$ cat src/rtl/div_pkg.sv
// ------------------------------------------------------------------
// div_pkg: shared FSM states and widths for the restoring divider. Rev 1.0
// ------------------------------------------------------------------
`default_nettype none

package div_pkg;

  localparam int N_W_DEF = 8;
  localparam int D_W_DEF = 4;

  function automatic int cnt_w(input int n);
    return $clog2(n + 1);
  endfunction

  localparam int CNT_W_DEF = cnt_w(N_W_DEF);

  typedef enum logic [1:0] {
    IDLE = 2'd0,
    RUN  = 2'd1,
    DONE = 2'd2
  } state_t;

endpackage

`default_nettype wire

$ cat src/rtl/restoring_divider_8by4_if.sv
// ------------------------------------------------------------------
// restoring_divider_8by4_if: request/result bundle of the divider. Rev 1.0
// ------------------------------------------------------------------
`default_nettype none

interface restoring_divider_8by4_if
  import div_pkg::*;
#(
  parameter int N_W = N_W_DEF,
  parameter int D_W = D_W_DEF
);

  logic           start;
  logic [N_W-1:0] dividend;
  logic [D_W-1:0] divisor;
  logic           busy;
  logic           done;
  logic [N_W-1:0] quotient;
  logic [D_W-1:0] remainder;
  logic           div_by_zero;

  modport master (
    output start, dividend, divisor,
    input  busy, done, quotient, remainder, div_by_zero
  );

  modport slave (
    input  start, dividend, divisor,
    output busy, done, quotient, remainder, div_by_zero
  );

endinterface

`default_nettype wire

$ cat src/rtl/div_step.sv
// ------------------------------------------------------------------
// div_step: one restoring compare/subtract on a D_W+1 bit partial remainder. Rev 1.0
// ------------------------------------------------------------------
`default_nettype none

module div_step
  import div_pkg::*;
#(
  parameter int D_W = D_W_DEF
) (
  input  wire logic [D_W:0]   i_pr,
  input  wire logic [D_W-1:0] i_divisor,
  output logic      [D_W-1:0] o_rem,
  output logic                o_qbit
);

  logic w_ge;

  assign w_ge   = (i_pr >= {1'b0, i_divisor});
  assign o_qbit = w_ge;
  // After a successful subtract the result is below the divisor, so the top bit is always zero.
  assign o_rem  = w_ge ? D_W'(i_pr - {1'b0, i_divisor}) : i_pr[D_W-1:0];

endmodule

`default_nettype wire

$ cat src/rtl/restoring_divider_8by4.sv
// ------------------------------------------------------------------
// restoring_divider_8by4: N_W/D_W unsigned restoring divider, one quotient bit per cycle. Rev 1.0
// ------------------------------------------------------------------
`default_nettype none

module restoring_divider_8by4
  import div_pkg::*;
#(
  parameter int N_W = N_W_DEF,
  parameter int D_W = D_W_DEF
) (
  input wire logic              clk,
  input wire logic              rst_n,
  restoring_divider_8by4_if.slave bus
);

  localparam int                CNT_W  = cnt_w(N_W);
  localparam logic [CNT_W-1:0] c_last = CNT_W'(N_W - 1);
  localparam logic [CNT_W-1:0] c_max  = CNT_W'(N_W);

  state_t           r_state;
  logic [N_W-1:0]   r_q;
  logic [D_W-1:0]   r_r;
  logic [D_W-1:0]   r_div;
  logic [CNT_W-1:0] r_cnt;
  logic [N_W-1:0]   r_quot;
  logic [D_W-1:0]   r_rem;
  logic             r_dbz;
  logic             r_busy;
  logic             r_done;

  logic [D_W:0]     w_pr;
  logic [D_W-1:0]   w_rem;
  logic             w_qbit;
  logic [N_W-1:0]   w_q_next;

  assign w_pr     = {r_r, r_q[N_W-1]};
  assign w_q_next = {r_q[N_W-2:0], w_qbit};

  div_step #(.D_W(D_W)) u_step (
    .i_pr      (w_pr),
    .i_divisor (r_div),
    .o_rem     (w_rem),
    .o_qbit    (w_qbit)
  );

  // Results latch on DONE entry; the done pulse follows one cycle later.
  always_ff @(posedge clk or negedge rst_n) begin
    if (!rst_n) begin
      r_state <= IDLE;
      r_q     <= '0;
      r_r     <= '0;
      r_div   <= '0;
      r_cnt   <= '0;
      r_quot  <= '0;
      r_rem   <= '0;
      r_dbz   <= 1'b0;
      r_busy  <= 1'b0;
      r_done  <= 1'b0;
    end else begin
      r_done <= (r_state == DONE);
      case (r_state)
        IDLE: begin
          if (bus.start) begin
            r_q   <= bus.dividend;
            r_div <= bus.divisor;
            r_r   <= '0;
            r_cnt <= '0;
            if (bus.divisor == '0) begin
              r_state <= DONE;
              r_quot  <= '1;
              r_rem   <= bus.dividend[D_W-1:0];
              r_dbz   <= 1'b1;
            end else begin
              r_state <= RUN;
              r_busy  <= 1'b1;
            end
          end
        end
        RUN: begin
          r_q <= w_q_next;
          r_r <= w_rem;
          if (r_cnt != c_max) r_cnt <= r_cnt + CNT_W'(1);
          if (r_cnt == c_last) begin
            r_state <= DONE;
            r_busy  <= 1'b0;
            r_quot  <= w_q_next;
            r_rem   <= w_rem;
            r_dbz   <= 1'b0;
          end
        end
        DONE:    r_state <= IDLE;
        default: r_state <= IDLE;
      endcase
    end
  end

  assign bus.busy        = r_busy;
  assign bus.done        = r_done;
  assign bus.quotient    = r_quot;
  assign bus.remainder   = r_rem;
  assign bus.div_by_zero = r_dbz;

endmodule

`default_nettype wire

$ cat src/flat_wrapper.sv
// flat-port wrapper written by rule: the top's interface ports become plain ports
module restoring_divider_8by4_flat import div_pkg::*;
#(
  parameter int N_W = N_W_DEF,
  parameter int D_W = D_W_DEF
)
  (clk, rst_n, bus_start, bus_dividend, bus_divisor, bus_busy, bus_done, bus_quotient, bus_remainder, bus_div_by_zero);
  restoring_divider_8by4_if #(.N_W(N_W), .D_W(D_W)) bus_i ();
  input wire logic clk;
  input wire logic rst_n;
  input wire logic [$bits(bus_i.start)-1:0] bus_start;
  input wire logic [$bits(bus_i.dividend)-1:0] bus_dividend;
  input wire logic [$bits(bus_i.divisor)-1:0] bus_divisor;
  output wire logic [$bits(bus_i.busy)-1:0] bus_busy;
  output wire logic [$bits(bus_i.done)-1:0] bus_done;
  output wire logic [$bits(bus_i.quotient)-1:0] bus_quotient;
  output wire logic [$bits(bus_i.remainder)-1:0] bus_remainder;
  output wire logic [$bits(bus_i.div_by_zero)-1:0] bus_div_by_zero;
  assign bus_i.start = bus_start;
  assign bus_i.dividend = bus_dividend;
  assign bus_i.divisor = bus_divisor;
  assign bus_busy = bus_i.busy;
  assign bus_done = bus_i.done;
  assign bus_quotient = bus_i.quotient;
  assign bus_remainder = bus_i.remainder;
  assign bus_div_by_zero = bus_i.div_by_zero;
  restoring_divider_8by4 #(.N_W(N_W), .D_W(D_W)) u_core (.clk(clk), .rst_n(rst_n), .bus(bus_i));
endmodule
$ cat config.mk
export PLATFORM = sky130hd
export DESIGN_NAME = restoring_divider_8by4_flat
export DESIGN_NICKNAME = d
export VERILOG_FILES = /design/src/rtl/div_pkg.sv /design/src/rtl/restoring_divider_8by4_if.sv /design/src/rtl/div_step.sv /design/src/rtl/restoring_divider_8by4.sv /design/src/flat_wrapper.sv
export SDC_FILE = /design/constraint.sdc
export NUM_CORES = 1
export LEC_CHECK = 0
export BUFFER_PORTS_ARGS = -buffer_cell sky130_fd_sc_hd__buf_2
export CORE_MARGIN = 2
export CORE_UTILIZATION = 55
export DETAILED_ROUTE_END_ITERATION = 8
export PLACE_DENSITY_LB_ADDON = 0.25
export SYNTH_ARGS = -nofsm -noshare
export SYNTH_HDL_FRONTEND = slang
export SYNTH_SLANG_ARGS = --single-unit
$ cat constraint.sdc
create_clock -name clk -period 2.1 [get_ports clk]
set_input_delay 0.42 -clock clk [delete_from_list [all_inputs] [get_ports clk]]
set_output_delay 0.42 -clock clk [all_outputs]
set_load 0.1 [all_outputs]
Word level (Yosys, flattened, before mapping). Cells that the tools add are included.

Logic and storage cells: 57. Bits of input ports: 15. Output and inout port bits: 15. Register bits after elaboration: 37.

Reductions and logical operators: 9. Add/subtract/negate cells: 2. Equal/unequal tests: 9. $lt $le $gt $ge: 1. Muxes and demuxes: 26.

Operator list (number): 8-bit two-way mux (4); 8-bit one-hot mux with 2 select lines (2); 4-bit two-way mux (6); 4-bit one-hot mux with 2 select lines (3); 4-bit AND reduction (2); 2-bit two-way mux (3); 2-bit by 1-bit inequality test with 1-bit output (second input constant) (3); 2-bit AND reduction (3); 5-bit by 4-bit greater-or-equal comparator with 1-bit output (1); 1-bit two-way mux (5); 4-bit by 1-bit adder with 4-bit output (second input constant) (1); 4-bit by 3-bit equality test with 1-bit output (second input constant) (1); 4-bit zero test (1); 2-bit inequality test (second input constant) (2); 4-bit inequality test (second input constant) (1); 1-bit one-hot mux with 2 select lines (2); 2-bit one-hot mux with 2 select lines (1); 4-bit subtractor (1); 3-bit AND reduction (1); 2-bit by 1-bit equality test with 1-bit output (second input constant) (1); 2-bit equality test (second input constant) (1); 2-bit zero test (1); 2-bit nonzero test (1).

Logic depth before layout (Yosys ltp).
Word-level depth: 4. Mapped depth: 8. Mapped depth without buffers: 7.

Hierarchy. Synthesis repeated with hierarchy kept, for this count alone.

Cell total of the unflattened synthesis: 174. Area total of the unflattened synthesis: 1915.6 µm².

Modules (own cells, without submodules): restoring_divider_8by4 (area each 1691.6 µm², instances 1, seq. area each 925.9 µm², cells an instance 146); div_step (area each 224.0 µm², instances 1, seq. area each 0.0 µm², cells an instance 28).

Least setup slack after synthesis. Ideal clock, no wire load.

Path kind: flip-flop to flip-flop. Start point: register u_core.r_r[0]. End point: register u_core.r_rem[1] (netlist: u_core.bus.remainder[1]). Arrival time: 1.829 ns. Slack: 0.189 ns. Clock period less this slack: 1.911 ns. Required time: 2.019 ns. Stages on the path, launching flop included: 7. Path buffers: 0. Setup time: 0.081 ns. Path through: dfrtp_1 ha_1 nor2b_1 o31a_1 nor2_1 mux2_2 a31oi_2.

Cells in the longest elaborated chain, start to end: 4. Elaborated cells on any way between the ends: 5. Classes of those cells: add/sub: 1; order compare: 1; mux: 3.

RTL lines: start, declared (RTL line restoring_divider_8by4.sv:23) `logic [D_W-1:0] r_r;`; start signal, assigned (RTL line restoring_divider_8by4.sv:82) `r_r <= w_rem;`; 4-bit subtractor or 5-bit by 4-bit greater-or-equal comparator with 1-bit output (tied branches) (RTL line div_step.sv:22, div_step.sv:19); 4-bit two-way mux (*) (RTL line div_step.sv:22) `assign o_rem = w_ge ? D_W'(i_pr - {1'b0, i_divisor}) : i_pr[D_W-1:0];`; 4-bit two-way mux (*) (RTL line restoring_divider_8by4.sv:84) `if (r_cnt == c_last) begin`; 4-bit one-hot mux with 2 select lines (*) (RTL line restoring_divider_8by4.sv:62) `case (r_state)`; end signal, assigned (RTL line restoring_divider_8by4.sv:72) `r_rem <= bus.dividend[D_W-1:0];`; end signal, assigned (RTL line restoring_divider_8by4.sv:88) `r_rem <= w_rem;`; end, declared (RTL line restoring_divider_8by4.sv:27) `logic [D_W-1:0] r_rem;`.

Mark *: on every way between the ends. The rest lies on a longest branch, timed or not. The select of a mux whose other input is x is not followed. A chain may end at the register's enable or synchronous reset.

Worst setup path in the final report.
Start point: register u_core.r_div[1]. End point: register u_core.r_rem[1] (netlist: u_core.bus.remainder[1]).

Cells in the longest elaborated chain, start to end: 4. Elaborated cells on any way between the ends: 5. Classes of those cells: add/sub: 1; order compare: 1; mux: 3.

RTL lines: start, declared (RTL line restoring_divider_8by4.sv:24) `logic [D_W-1:0] r_div;`; start signal, assigned (RTL line restoring_divider_8by4.sv:66) `r_div <= bus.divisor;`; 4-bit subtractor or 5-bit by 4-bit greater-or-equal comparator with 1-bit output (tied branches) (RTL line div_step.sv:22, div_step.sv:19); 4-bit two-way mux (*) (RTL line div_step.sv:22); 4-bit two-way mux (*) (RTL line restoring_divider_8by4.sv:84); 4-bit one-hot mux with 2 select lines (*) (RTL line restoring_divider_8by4.sv:62).

Marked as above.

==> impl_metrics.yaml <==
run_status:
  status: "completed"
final_layout:
  multi_input_area_um2: 793
  syn2layout_area_growth_pct: 16.0
  layout_commonest_cell: "dfrtp_1"
  register_area_um2: 926
  fillCellCount: 254
  mostFrequentLayoutCells: "dfrtp_1, buf_2, nand2_1, o21ai_1, o22a_1"
  diodes: 0
  fin_nets: 221
  drive_above_1_share: 0.280
drt:
  viasPerCell: 5.67
  dr_total_vias: 1384
  drt_iter0_markers: 59
  totalWireLength_um: 3800
  firstDrtPassIters: 4
  antenna_left: 0
  route.detailed.drc: 0
  post_drt_wl_per_cell_um: 15.6
setup_path:
  worstPathRequired_ps: 2400
  path_class: "register to register"
  r2r-start: "u_core.r_div[1]"
  worstSetupEndpointType: "register"
  critPathLaunchType: "register"
  crit_path_start: "u_core.r_div[1]"
  critPathMaxFanout: 5
  crit_arrival_ps: 2260
synth:
  synth_edf_count: 0
  yosysTopAreaCellShare: 0.516
  yosysTopAreaCell: "dfrtp_1"
  yosys_most_used_dff: "dfrtp_1"
  synth_area_leaders: "dfrtp_1, nand2_1, mux2i_1"
  postSynthNetCount: 186
  syn_inst: 164
  synthArstFlopShare: 1.00
  synth_warnings: 0
  synthesis.area_um2: 1800
  yosysSeqAreaShare: 0.516
  synth_seq_cells: 37
  avgSynthCellArea_um2: 10.9
  synth_cell_types: 40
clocking:
  cts.clk_slew.worst_paths_ps: 120
  cts_tree: "done"
  clk-insertion-delay-late_ps: 370
  cts_made_buffers: 5
  htree_levels: 2
  cts_max_path_buffers: 2
  cts_sinks: 37
  hold_buffers: 0
  cts_setup_buffers: 0
  clock-root-buffer: "clkbuf_4"
timing:
  fin_crit_sh: 0.935
  skew_ps: 9.64
  finalMaxSlewViolations: 0
  tightestPinTransition_ps: 813
  max_freq_ghz: 0.509
  hold_violations: 0
  setup_violations: 0
  fin_crit_ps: 1960
  relSlewSlack: 0.458
  tns_ps: 0
  rsz0062_at_grt: "false"
global_routing:
  grt_usage: 0.244
  antenna_found_initial: 0
  grt_pass1_wl_um: 6580
  grt_overflow_total: 0
  grt_pass1_vias: 1413
  grt_max_degree: 38
floorplanning:
  start_util: 0.583
  chipHeight_um: 61.1
  die_w_um: 61.1
  io_pins: 30
  core_area_um2: 3080
  die_area_um2: 3740
  num_rows: 20
min_path:
  hold_class: "input port to asynchronous set/reset pin"
run:
  maxCapViolCount: 0
place:
  globalplace.congestion: 0.750
  io_buffer_count: 29
  dp_hpwl_um: 2780
## worst max-delay path: stages, from the launching register on
cell	delay (ps)
dfrtp_1	400
inv_1	110
ha_1	250
nor2b_1	150
o31a_1	300
nor2_4	160
mux2_2	370
a31oi_2	160
## cells by family (layout without fill, tap and decap cells)
logic type               count (synthesis)  after routing  synth area share
AO/OA/AOI/OAI                           36             36             0.151
XOR/XNOR                                 2              2           0.00976
adder cells (fa/ha/maj)                  7              7            0.0530
buffers and inverters                   15             51            0.0467
flip-flops                              37             37             0.516
multiplexers                            14             14            0.0822
AND/OR/NAND/NOR                         53             53             0.142
## stage by stage
stage	setup WS, ps	hold WS (ps)	util	std cells	cell area [um2]
floorplan	189	124	-	164	1800
global placement	132	468	0.646	236	1990
detailed placement	46.6	475	0.646	236	1990
CTS	23.4	158	0.674	244	2080
global route	29.0	209	0.677	244	2080
finish	136	130	0.677	244	2080
## final timing paths
check | to | slack (ps) | cells past startpoint
max in group asynchronous | u_core.r_cnt[3] | 1450 | 1
min in group clk | u_core.r_div[1] | 300 | 2
max | u_core.bus.remainder[1] | 140 | 7
min reg2reg | u_core.bus.quotient[4] | 500 | 1
max reg2reg | u_core.bus.remainder[1] | 140 | 7
min | u_core.r_div[1] | 130 | 1
## routing by layer
| layer | part of all wire | vias up | track usage |
|---|---|---|---|
| met5 | 0 | - | 0 |
| met4 | 0.023 | 0 | 0.112 |
| met3 | 0.055 | 10 | 0.0546 |
| met2 | 0.49 | 45 | 0.378 |
| met1 | 0.43 | 685 | 0.330 |
| li1 | - | 644 | - |
## final cells by class
class,instances,share of cell area
clock buffer,6,0.0246
clock inverter,2,0.0180
inverter,8,0.0144
multi-input combinational,112,0.381
sequential,37,0.444
tap,44,0.0264
timing repair buffer,35,0.0913
## cells in the mapped netlist (all sizes together) (2+ instances only)
| library cell | count |
|---|---|
| mux2 | 6 |
| or3 | 2 |
| buf | 6 |
| nor4 | 2 |
| o22a | 9 |
| a31oi | 4 |
| inv | 8 |
| and2b | 2 |
| dfrtp | 37 |
| ha | 6 |
| nand4 | 2 |
| a21oi | 2 |
| nor2b | 2 |
| nand3 | 5 |
| o21ai | 12 |
| mux2i | 8 |
| nand2 | 24 |
| nor2 | 9 |
| o21a | 3 |
## registers in the layout, summed over array words and instances, names as in the netlist
signal	count
u_core.r_div	4
u_core.r_cnt	4
u_core.r_r	4
u_core.bus.div_by_zero	1
u_core.r_q	8
u_core.bus.quotient	8
u_core.bus.busy	1
u_core.bus.remainder	4
u_core.bus.done	1
u_core.r_state	2
## timing repair
action / in CTS / in global routing
gates resized for setup: 0 / 2
endpoints found under the hold margin: 0 / 0
endpoints found under the setup margin: 0 / 1
Power is not shown: default switching activity piles up to over one toggle a cycle in this logic, so the estimate is an artifact.
